### config.mk
export PLATFORM = sky130hd
export DESIGN_NAME = bit_serial_subtractor
export DESIGN_NICKNAME = d
export VERILOG_FILES = /design/src/rtl/bit_serial_subtractor.sv
export SDC_FILE = /design/constraint.sdc
export NUM_CORES = 1
export LEC_CHECK = 0
export ABC_AREA = 1
export BUFFER_PORTS_ARGS = -buffer_cell sky130_fd_sc_hd__clkbuf_2
export CORE_MARGIN = 2
export CORE_UTILIZATION = 59
export CTS_CLUSTER_DIAMETER = 80
export DETAILED_ROUTE_END_ITERATION = 16
export GPL_ROUTABILITY_DRIVEN = 0
export PLACE_DENSITY_LB_ADDON = 0.05
export RECOVER_POWER = 50
export SYNTH_ARGS = -nofsm -noshare
export SYNTH_HDL_FRONTEND = slang
export SYNTH_SLANG_ARGS = --single-unit
### constraint.sdc
create_clock -name clk -period 2.6 [get_ports clk]
set_input_delay 0 -clock clk [delete_from_list [all_inputs] [get_ports clk]]
set_output_delay 0 -clock clk [all_outputs]
set_load 0.02 [all_outputs]
### src/rtl/bit_serial_subtractor.sv
// Bit-serial subtractor: a - b - borrow_in, one bit per clock, LSB first.
// Serial bits stream out while shifting; parallel result lands with done.
module bit_serial_subtractor #(
  parameter int WIDTH = 8
) (
  input  logic             clk,
  input  logic             rst_n,
  input  logic             start,
  input  logic [WIDTH-1:0] a,
  input  logic [WIDTH-1:0] b,
  input  logic             borrow_in,
  output logic             busy,
  output logic             done,
  output logic [WIDTH-1:0] diff,
  output logic             borrow_out,
  output logic             diff_bit,
  output logic             diff_bit_valid
);

  localparam int CW = (WIDTH > 2) ? $clog2(WIDTH) : 1;

  typedef enum logic [1:0] {
    S_IDLE,
    S_SHIFT,
    S_DONE
  } state_t;

  state_t           state_q, state_d;
  logic [WIDTH-1:0] a_sh_q, a_sh_d;
  logic [WIDTH-1:0] b_sh_q, b_sh_d;
  logic [WIDTH-1:0] res_q, res_d;
  logic [WIDTH-1:0] diff_q, diff_d;
  logic [CW-1:0]    cnt_q, cnt_d;
  logic             br_q, br_d;
  logic             bo_q, bo_d;
  logic             dbit_q, dbit_d;
  logic             dval_q, dval_d;

  logic a0, b0, d_bit, br_nx;

  // Full-subtractor slice on the current LSBs
  assign a0    = a_sh_q[0];
  assign b0    = b_sh_q[0];
  assign d_bit = a0 ^ b0 ^ br_q;
  assign br_nx = (~a0 & b0) | (~(a0 ^ b0) & br_q);

  always_comb begin
    state_d = state_q;
    a_sh_d  = a_sh_q;
    b_sh_d  = b_sh_q;
    res_d   = res_q;
    diff_d  = diff_q;
    cnt_d   = cnt_q;
    br_d    = br_q;
    bo_d    = bo_q;
    dbit_d  = dbit_q;
    dval_d  = dval_q;
    unique case (state_q)
      S_IDLE: begin
        if (start) begin
          a_sh_d  = a;
          b_sh_d  = b;
          br_d    = borrow_in;
          cnt_d   = '0;
          state_d = S_SHIFT;
        end
      end
      S_SHIFT: begin
        a_sh_d = a_sh_q >> 1;
        b_sh_d = b_sh_q >> 1;
        res_d  = {d_bit, res_q[WIDTH-1:1]};
        br_d   = br_nx;
        dbit_d = d_bit;
        dval_d = 1'b1;
        cnt_d  = cnt_q + CW'(1);
        if (cnt_q == CW'(WIDTH - 1)) begin
          diff_d  = {d_bit, res_q[WIDTH-1:1]};
          bo_d    = br_nx;
          state_d = S_DONE;
        end
      end
      S_DONE: begin
        dval_d  = 1'b0;
        state_d = S_IDLE;
      end
      default: state_d = S_IDLE;
    endcase
  end

  always_ff @(posedge clk or negedge rst_n) begin
    if (!rst_n) begin
      state_q <= S_IDLE;
      a_sh_q  <= '0;
      b_sh_q  <= '0;
      res_q   <= '0;
      diff_q  <= '0;
      cnt_q   <= '0;
      br_q    <= 1'b0;
      bo_q    <= 1'b0;
      dbit_q  <= 1'b0;
      dval_q  <= 1'b0;
    end else begin
      state_q <= state_d;
      a_sh_q  <= a_sh_d;
      b_sh_q  <= b_sh_d;
      res_q   <= res_d;
      diff_q  <= diff_d;
      cnt_q   <= cnt_d;
      br_q    <= br_d;
      bo_q    <= bo_d;
      dbit_q  <= dbit_d;
      dval_q  <= dval_d;
    end
  end

  assign busy           = (state_q != S_IDLE);
  assign done           = (state_q == S_DONE);
  assign diff           = diff_q;
  assign borrow_out     = bo_q;
  assign diff_bit       = dbit_q;
  assign diff_bit_valid = dval_q;

endmodule

Yosys cells after proc, flatten, opt, wreduce, memory -nomap -nowiden --
Cells that the tools add are included.
Cells by class: multiplexer cells 12, bitwise operators 7, $add $sub $neg 1, eq/ne operators 5, reduce and logical (&&, ||, !) cells 7
Operator list (count):
- $pmux W8 S2 | 2
- $mux W8 | 2
- $pmux W3 S2 | 1
- $reduce_and A2 Y1 | 3
- $reduce_bool A2 Y1 | 3
- $mux W2 | 2
- $ne A2 B2 Y1 const B | 2
- $pmux W1 S2 | 2
- $pmux W2 S2 | 1
- $add A3 B1 Y3 const B | 1
- $eq A3 B3 Y1 const B | 1
- $mux W3 | 1
- $and A1 B1 Y1 | 2
- $eq A2 B1 Y1 const B | 1
- $eq A2 B2 Y1 const B | 1
- $logic_not A2 Y1 | 1
- $not A1 Y1 | 2
- $xor A1 B1 Y1 | 2
- $mux W1 | 1
- $or A1 B1 Y1 | 1
Storage, ports and cells: flip-flop bits (word level) 41, output and inout bits 13, word-level logic and storage cells 42

Depth between registers and ports, before layout --
Gate-level depths: netlist of run 1.
depth in word-level cells 5, depth in mapped cells 9, mapped depth without buffers 7

Worst setup path before layout of run 1 --
OpenSTA, ideal clock, no wires.
path type flip-flop to flip-flop, start point register state_q[0], end point register cnt_q[0], setup time 116 ps, arrival 1190 ps, path slack 1293 ps, path buffers 1, stages on the path, launching flop included 9, path through dfrtp_1 -> inv_1 -> ha_1 -> inv_2 -> nand2_2 -> nand2_4 -> buf_6 -> nand2_1 -> nand2_1
On the way: word-level cells in the longest chain between the ends 3, elaborated cells on any way between the ends 6
Ends and longest elaborated chain:
- start: declaration | line 28 | state_t state_q, state_d;
- start signal: assignment | line 103 | state_q <= state_d;
- $eq A2 B1 Y1 / $logic_not A2 Y1 (equally long branches) | line 58 | unique case (state_q)
- $reduce_bool A2 Y1 (no line) / $ne A2 B2 Y1 (equally long branches)
- $reduce_and A2 Y1 (no line)
- end signal: assignment | line 108 | cnt_q <= cnt_d;
- end: declaration | line 33 | logic [CW-1:0] cnt_q, cnt_d;
Parallel ways exist; a longest one is shown, timed or not. A chain may end at the register's enable or synchronous reset.

Final worst setup path of run 1 --
start point register state_q[1], end point register b_sh_q[7]
On the way: word-level cells in the longest chain between the ends 3, elaborated cells on any way between the ends 6
Ends and longest elaborated chain:
- $eq A2 B1 Y1 / $logic_not A2 Y1 (equally long branches) | line 58
- $reduce_bool A2 Y1 (no line) / $ne A2 B2 Y1 (equally long branches)
- $reduce_and A2 Y1 (no line)
- end signal: assignment | line 105 | b_sh_q <= b_sh_d;
- end: declaration | line 30 | logic [WIDTH-1:0] b_sh_q, b_sh_d;
Parallel ways exist; a longest one is shown, timed or not.

==> results of run 1 <==
[cells in the mapped netlist, types with 2 or more instances]
cell,number
buf_2,6
nor2_1,2
buf_4,4
inv_1,14
o21ai_1,8
nand4_1,2
dfrtp_1,39
o21ai_0,7
nand2_2,3
nand3_1,25
nand2_1,105
ha_1,5
[cell families (layout without fill, tap and decap cells)]
family,after synthesis,count (layout)
fa+ha+maj,6,6
buf+inv,27,78
compound gates,16,16
simple gates,138,138
flops,39,39
[critical path, stage by stage (launching register included)]
cell           delay (ns)
dfrtp_1              0.42
inv_1                0.10
ha_1                 0.44
buf_4                0.35
inv_4                0.14
nand4_1              0.10
dlygate4sd3_1        0.55
nand2_1              0.05
[layout make-up]
type	instances	area, sq um
fill	259	742
clock inverter	2	35.0
tap	33	41.3
multi-input combinational	160	732
clock buffer	6	51.3
sequential	39	976
inverter	16	62.6
timing repair buffer	54	363
[report_power, final]
part	switching [mW]	total [mW]	leakage [nW]	internal [mW]
Sequential	0.117	0.940	0.505	0.823
Clock	0.199	0.426	0.0482	0.227
Combinational	0.577	0.882	0.665	0.305
[per-stage QoR]
| stage | hold WS (ns) | instance area, sq um | total power [mW] | setup WS [ns] | utilization [%] |
|---|---|---|---|---|---|
| 2_1_floorplan | -0.296 | 1840 | 1.65 | 1.29 | - |
| 3_3_place_gp | 0.194 | 1980 | 1.80 | 0.821 | 65.9 |
| 3_5_place_dp | 0.189 | 1980 | 1.82 | 0.773 | 65.9 |
| 4_1_cts | 0.333 | 2280 | 2.28 | 0.349 | 75.8 |
| 5_1_grt | 0.474 | 2260 | 2.47 | 0.191 | 75.3 |
| 6_report | 0.472 | 2260 | 2.25 | 0.338 | 75.3 |
[sequential cells by signal, summed over array words and instances (netlist names)]
name / flops
diff: 8
cnt_q: 3
res_q: 7
diff_bit_valid: 1
a_sh_q: 8
borrow_out: 1
br_q: 1
state_q: 2
b_sh_q: 8
[per-layer routing]
metal / up-vias / GRT usage (%) / wire length, um
met4: 0 / 7.62 / 47
met1: 703 / 29.8 / 1650
met3: 6 / 6.49 / 132
met5: - / 0 / 0
li1: 808 / - / -
met2: 28 / 38.5 / 1700
[worst paths after layout]
| path | from | end | slack [ns] | depth (start not counted) |
|---|---|---|---|---|
| worst min-delay path | b[4] | b_sh_q[4] | 0.47 | 6 |
| worst max-delay path | state_q[1] | b_sh_q[7] | 0.34 | 7 |
| max in group asynchronous | rst_n | borrow_out | 0.69 | 2 |
| worst min register to register | diff[7] | diff[7] | 0.48 | 2 |
| min in group asynchronous | rst_n | diff_bit_valid | 0.75 | 2 |
| worst max register to register | state_q[1] | b_sh_q[7] | 0.34 | 7 |
[repair_timing]
action	in CTS	in global routing
setup buffers	0	0
hold buffers	21	0
hold endpoints to repair	57	0
==> metrics.md, run 1 <==
| Metric | Value |
|---|---|
| Routed vias/inst | 4.98 |
| Root buf cell | clkbuf_4 |
| Synth Register Bits | 39 |
| Pwr Density | 994 mW/mm^2 |
| Xor/xnor cell area share of the yosys netlist | 0% |
| Slew Viols, Final | 40 |
| CP Max Fanout | 25 |
| Vias | 1545 |
| Fin cells | 310 |
| Final hold viol count | 0 |
| Area grow syn2layout | 22.8% |
| Die Height | 59.9 um |
| CTS Buf Count | 5 |
| Unrepaired setup endpoints after global routing | no |
| Post-synthesis sequential area ratio | 53.0% |
| CTS resizes | 0 |
| # setup viols final | 0 |
| Clk pin slew, worst setup/hold paths | 0.12 ns |
| Worst path arrival time | 2.51 ns |
| Starting Density | 61.3% |
| EDFF count, synth | 0 |
| Lkg Pwr | 1.22 nW |
| Post-synth top area share | 53.0% |
| Post-synthesis compound-gate area fraction | 4.35% |
| Initial antenna violation count | 0 |
| Chip Width | 59.9 um |
| Worst Setup End Kind | register |
| Vias in the first global route | 1413 |
| Synth area leaders | dfrtp_1, nand2_1, nand3_1 |
| Remaining Overflow, GRT | 0 |
| Yosys warns | 0 |
| Number of port buffers | 32 |
| Final wirelength | 3530 um |
| Post-DRT Antenna Nets | 0 |
| Syn_area_per_cell | 8.15 sq um |
| Asr flop ratio synth | 100% |
| CTS H-Tree Depth | 2 |
| Fmax | 0.442 GHz |
| Final period utilization | 87.0% |
| Post-synthesis mux area share | 0% |
| DRC Markers | 0 |
| Worst min path class | primary input to register |
| Row cnt | 20 |
| Total GRT Usage | 23.4% |
| Clock Latency Late Sink | 0.35 ns |
| Worst-margin pin slew | 2.02 ns |
| Crit Path Class | register to register |
| Worst setup SP type | register |
| Synth Cell Area | 0.00184 sq mm |
| Commonest non-fill, non-tap cell in the layout | nand2_1 |
| NumNets Final | 302 |
| Post-DP HPWL | 2230 um |
| Initial detailed-routing violation count | 51 |
| MaxCap Viol Count | 1 |
| Largest family of logic cells by synthesized area | simple AND/OR/NAND/NOR gates |
| Antenna diodes | 0 |
| Ys flop type | dfrtp_1 |
| Synthesized Nets | 252 |
| Dpl cells | 281 |
| Die ar. | 0.00358 sq mm |
| VDD IR max | 538 uV |
| Largest net degree at the start of global routing | 40 |
| Clock sinks | 39 |
| Failing checks | capacitance limit, slew limit |
| Tmin final | 2.26 ns |
| Setup TNS | 0 ns |
| Skew final | 0.00837 ns |
| Synthesized instance count | 226 |
| Relative slew slack | -34.9% |
| Synth cell types | 18 |
| First-pass GRT wire length | 6210 um |
| Routed len/inst | 11.4 um |
| Clock Tree Buf Depth | 2 |
| Outcome | finished, violations left |
| Pre-antenna DRT Iters | 4 |
| Layout cell share with drive strength beyond 1 | 12.6% |
| Simple-gate share of the synthesized area | 30.9% |
| Worst EP required | 2.85 ns |
| Synth Area in Adders | 4.48% |
| Largest area contributor in the netlist | dfrtp_1 |
| CORE AREA | 0.00300 sq mm |
| TritonCTS clock tree | built |
| # IOs | 33 |
| Most frequent cells in the layout | nand2_1, dfrtp_1, nand3_1 |
Power figures use the tool's default switching activity.
==> run 2: changes to the inputs <==
CORE_UTILIZATION = 45   (was 59)
==> run 2 against run 1 <==
The flow now finishes without violations. Clock-buffer cell count is 1 lower. First-iteration DRC count is 150% higher. Largest cell class unchanged. Maximum frequency is 28% higher. Critical path type unchanged.
==> metrics.md, run 2 (synthesis gave the netlist of run 1 again) <==
| Metric | Value |
|---|---|
| Clock sinks | 39 (unchanged) |
| Pre-antenna DRT Iters | 4 (unchanged) |
| Lkg Pwr | 1.21 nW (was 1.22 nW) |
| Clock Latency Late Sink | 0.29 ns (was 0.35 ns) |
| TritonCTS clock tree | built (unchanged) |
| Slew Viols, Final | 0 (was 40) |
| Remaining Overflow, GRT | 0 (unchanged) |
| CTS resizes | 0 (unchanged) |
| Setup TNS | 0 ns (unchanged) |
| CTS H-Tree Depth | 2 (unchanged) |
| Routed vias/inst | 4.67 (was 4.98) |
| Post-CTS setup repair buffer count | 0 (unchanged) |
| Most frequent cells in the layout | nand2_1, dfrtp_1, nand3_1 (unchanged) |
| Antenna diodes | 0 (unchanged) |
| Worst-margin pin slew | 0.958 ns (was 2.02 ns) |
| Die ar. | 0.00462 sq mm (was 0.00358 sq mm) |
| Crit Path Class | register to register (unchanged) |
| # IOs | 33 (unchanged) |
| Tmin final | 1.77 ns (was 2.26 ns) |
| Vias in the first global route | 1342 (was 1413) |
| Layout cell share with drive strength beyond 1 | 13.8% (was 12.6%) |
| CORE AREA | 0.00397 sq mm (was 0.00300 sq mm) |
| Area grow syn2layout | 22.2% (was 22.8%) |
| # hold bufs at CTS | 12 (was 21) |
| Clk pwr share | 24.6% (was 19.0%) |
| Unrepaired setup endpoints after global routing | no (unchanged) |
| # setup viols final | 0 (unchanged) |
| Total GRT Usage | 17.5% (was 23.4%) |
| Post-route core utilization | 56.7% (was 75.3%) |
| Skew final | 0.00630 ns (was 0.00837 ns) |
| Final wirelength | 3540 um (was 3530 um) |
| CTS Buf Count | 5 (unchanged) |
| Psw | 0.911 mW (was 0.893 mW) |
| Worst min path class | primary input to register (unchanged) |
| Routed len/inst | 11.1 um (was 11.4 um) |
| Initial antenna violation count | 0 (unchanged) |
| Row cnt | 23 (was 20) |
| Final hold viol count | 0 (unchanged) |
| Worst setup SP type | register (unchanged) |
| Fin cells | 319 (was 310) |
| Hold_ws | 0.00435 ns (was 0.472 ns) |
| Flop pwr share | 39.0% (was 41.8%) |
| Clk pin slew, worst setup/hold paths | 0.08 ns (was 0.12 ns) |
| Dpl cells | 299 (was 281) |
| NumNets Final | 294 (was 302) |
| Fmax | 0.564 GHz (was 0.442 GHz) |
| Post-DRT Antenna Nets | 0 (unchanged) |
| Pwr Density | 1070 mW/mm^2 (was 994 mW/mm^2) |
| MaxCap Viol Count | 0 (was 1) |
| Clock Tree Buf Depth | 2 (unchanged) |
| CP Max Fanout | 21 (was 25) |
| Commonest non-fill, non-tap cell in the layout | nand2_1 (unchanged) |
| Fill count | 393 (was 259) |
| Final period utilization | 68.2% (was 87.0%) |
| First-pass GRT wire length | 6020 um (was 6210 um) |
| Initial detailed-routing violation count | 127 (was 51) |
| Root buf cell | clkbuf_8 (was clkbuf_4) |
| Starting Density | 46.4% (was 61.3%) |
| Comb pwr share | 36.4% (was 39.2%) |
| Post-DP HPWL | 2320 um (was 2230 um) |
| Largest net degree at the start of global routing | 40 (unchanged) |
| Worst path arrival time | 2.00 ns (was 2.51 ns) |
| VDD IR max | 744 uV (was 538 uV) |
| Die Height | 68.0 um (was 59.9 um) |
| DRC Markers | 0 (unchanged) |
| Relative slew slack | 36.1% (was -34.9%) |
| P_int | 1.51 mW (was 1.36 mW) |
| Worst EP required | 2.83 ns (was 2.85 ns) |
| Outcome | finished, final reports clean (was finished, violations left) |
| Net Sw Frac | 37.7% (was 39.7%) |
| Number of port buffers | 32 (unchanged) |
| Worst Setup End Kind | register (unchanged) |
| Chip Width | 68.0 um (was 59.9 um) |
| Vias | 1491 (was 1545) |
run 2: worst max-delay path, cell delays in order (launching register included):
cell,delay [ns]
dfrtp_1,0.39
inv_1,0.08
ha_1,0.44
nand2_2,0.37
nand2_4,0.29
nand2_1,0.08
nand2_1,0.06
run 2: power by group through the flow:
stage                     Combinational (mW)  Sequential [mW]  Clock [mW]
after global routing                    1.03            0.971       0.645
after detailed placement               0.889            0.955           0
after global placement                 0.881            0.950           0
after floorplan                        0.692            0.961           0
after CTS                              0.901            0.945       0.614
final                                  0.880            0.944       0.595
run 2: final timing paths:
path                        endpoint  startpoint  slack [ns]  depth (start not counted)
min                        b_sh_q[0]        b[0]       0.004                          5
max reg2reg                 cnt_q[0]  state_q[1]        0.83                          6
min in group asynchronous    diff[1]       rst_n        0.39                          2
max in group asynchronous   cnt_q[1]       rst_n        1.61                          2
max                         cnt_q[0]  state_q[1]        0.83                          6
min reg2reg                  diff[7]     diff[7]        0.47                          2
run 2: stage by stage:
stage	area, sq um	setup slack [ns]	power (mW)
2_1_floorplan	1840	1.29	1.65
3_3_place_gp	2010	0.869	1.83
3_5_place_dp	2010	0.810	1.84
4_1_cts	2260	0.812	2.46
5_1_grt	2250	0.614	2.64
6_report	2250	0.827	2.42
run 2: area by class of cell:
class	instances	area, sq um	area share, %
Clock inverter	3	67.6	3.00
Multi-Input combinational cell	160	732	32.5
Clock buffer	5	68.8	3.06
Inverter	16	62.6	2.78
Timing Repair Buffer	46	282	12.5
Sequential cell	39	976	43.4
Tap cell	50	62.6	2.78
run 2: layer usage:
metal | GRT usage (%) | wire (um) | up-vias | part of all wire (%)
li1 | - | - | 790 | -
met1 | 23.6 | 1780 | 661 | 50
met2 | 26.0 | 1530 | 33 | 43
met3 | 5.59 | 180 | 7 | 5.1
met4 | 6.75 | 54 | 0 | 1.5
met5 | 0 | 0 | - | 0
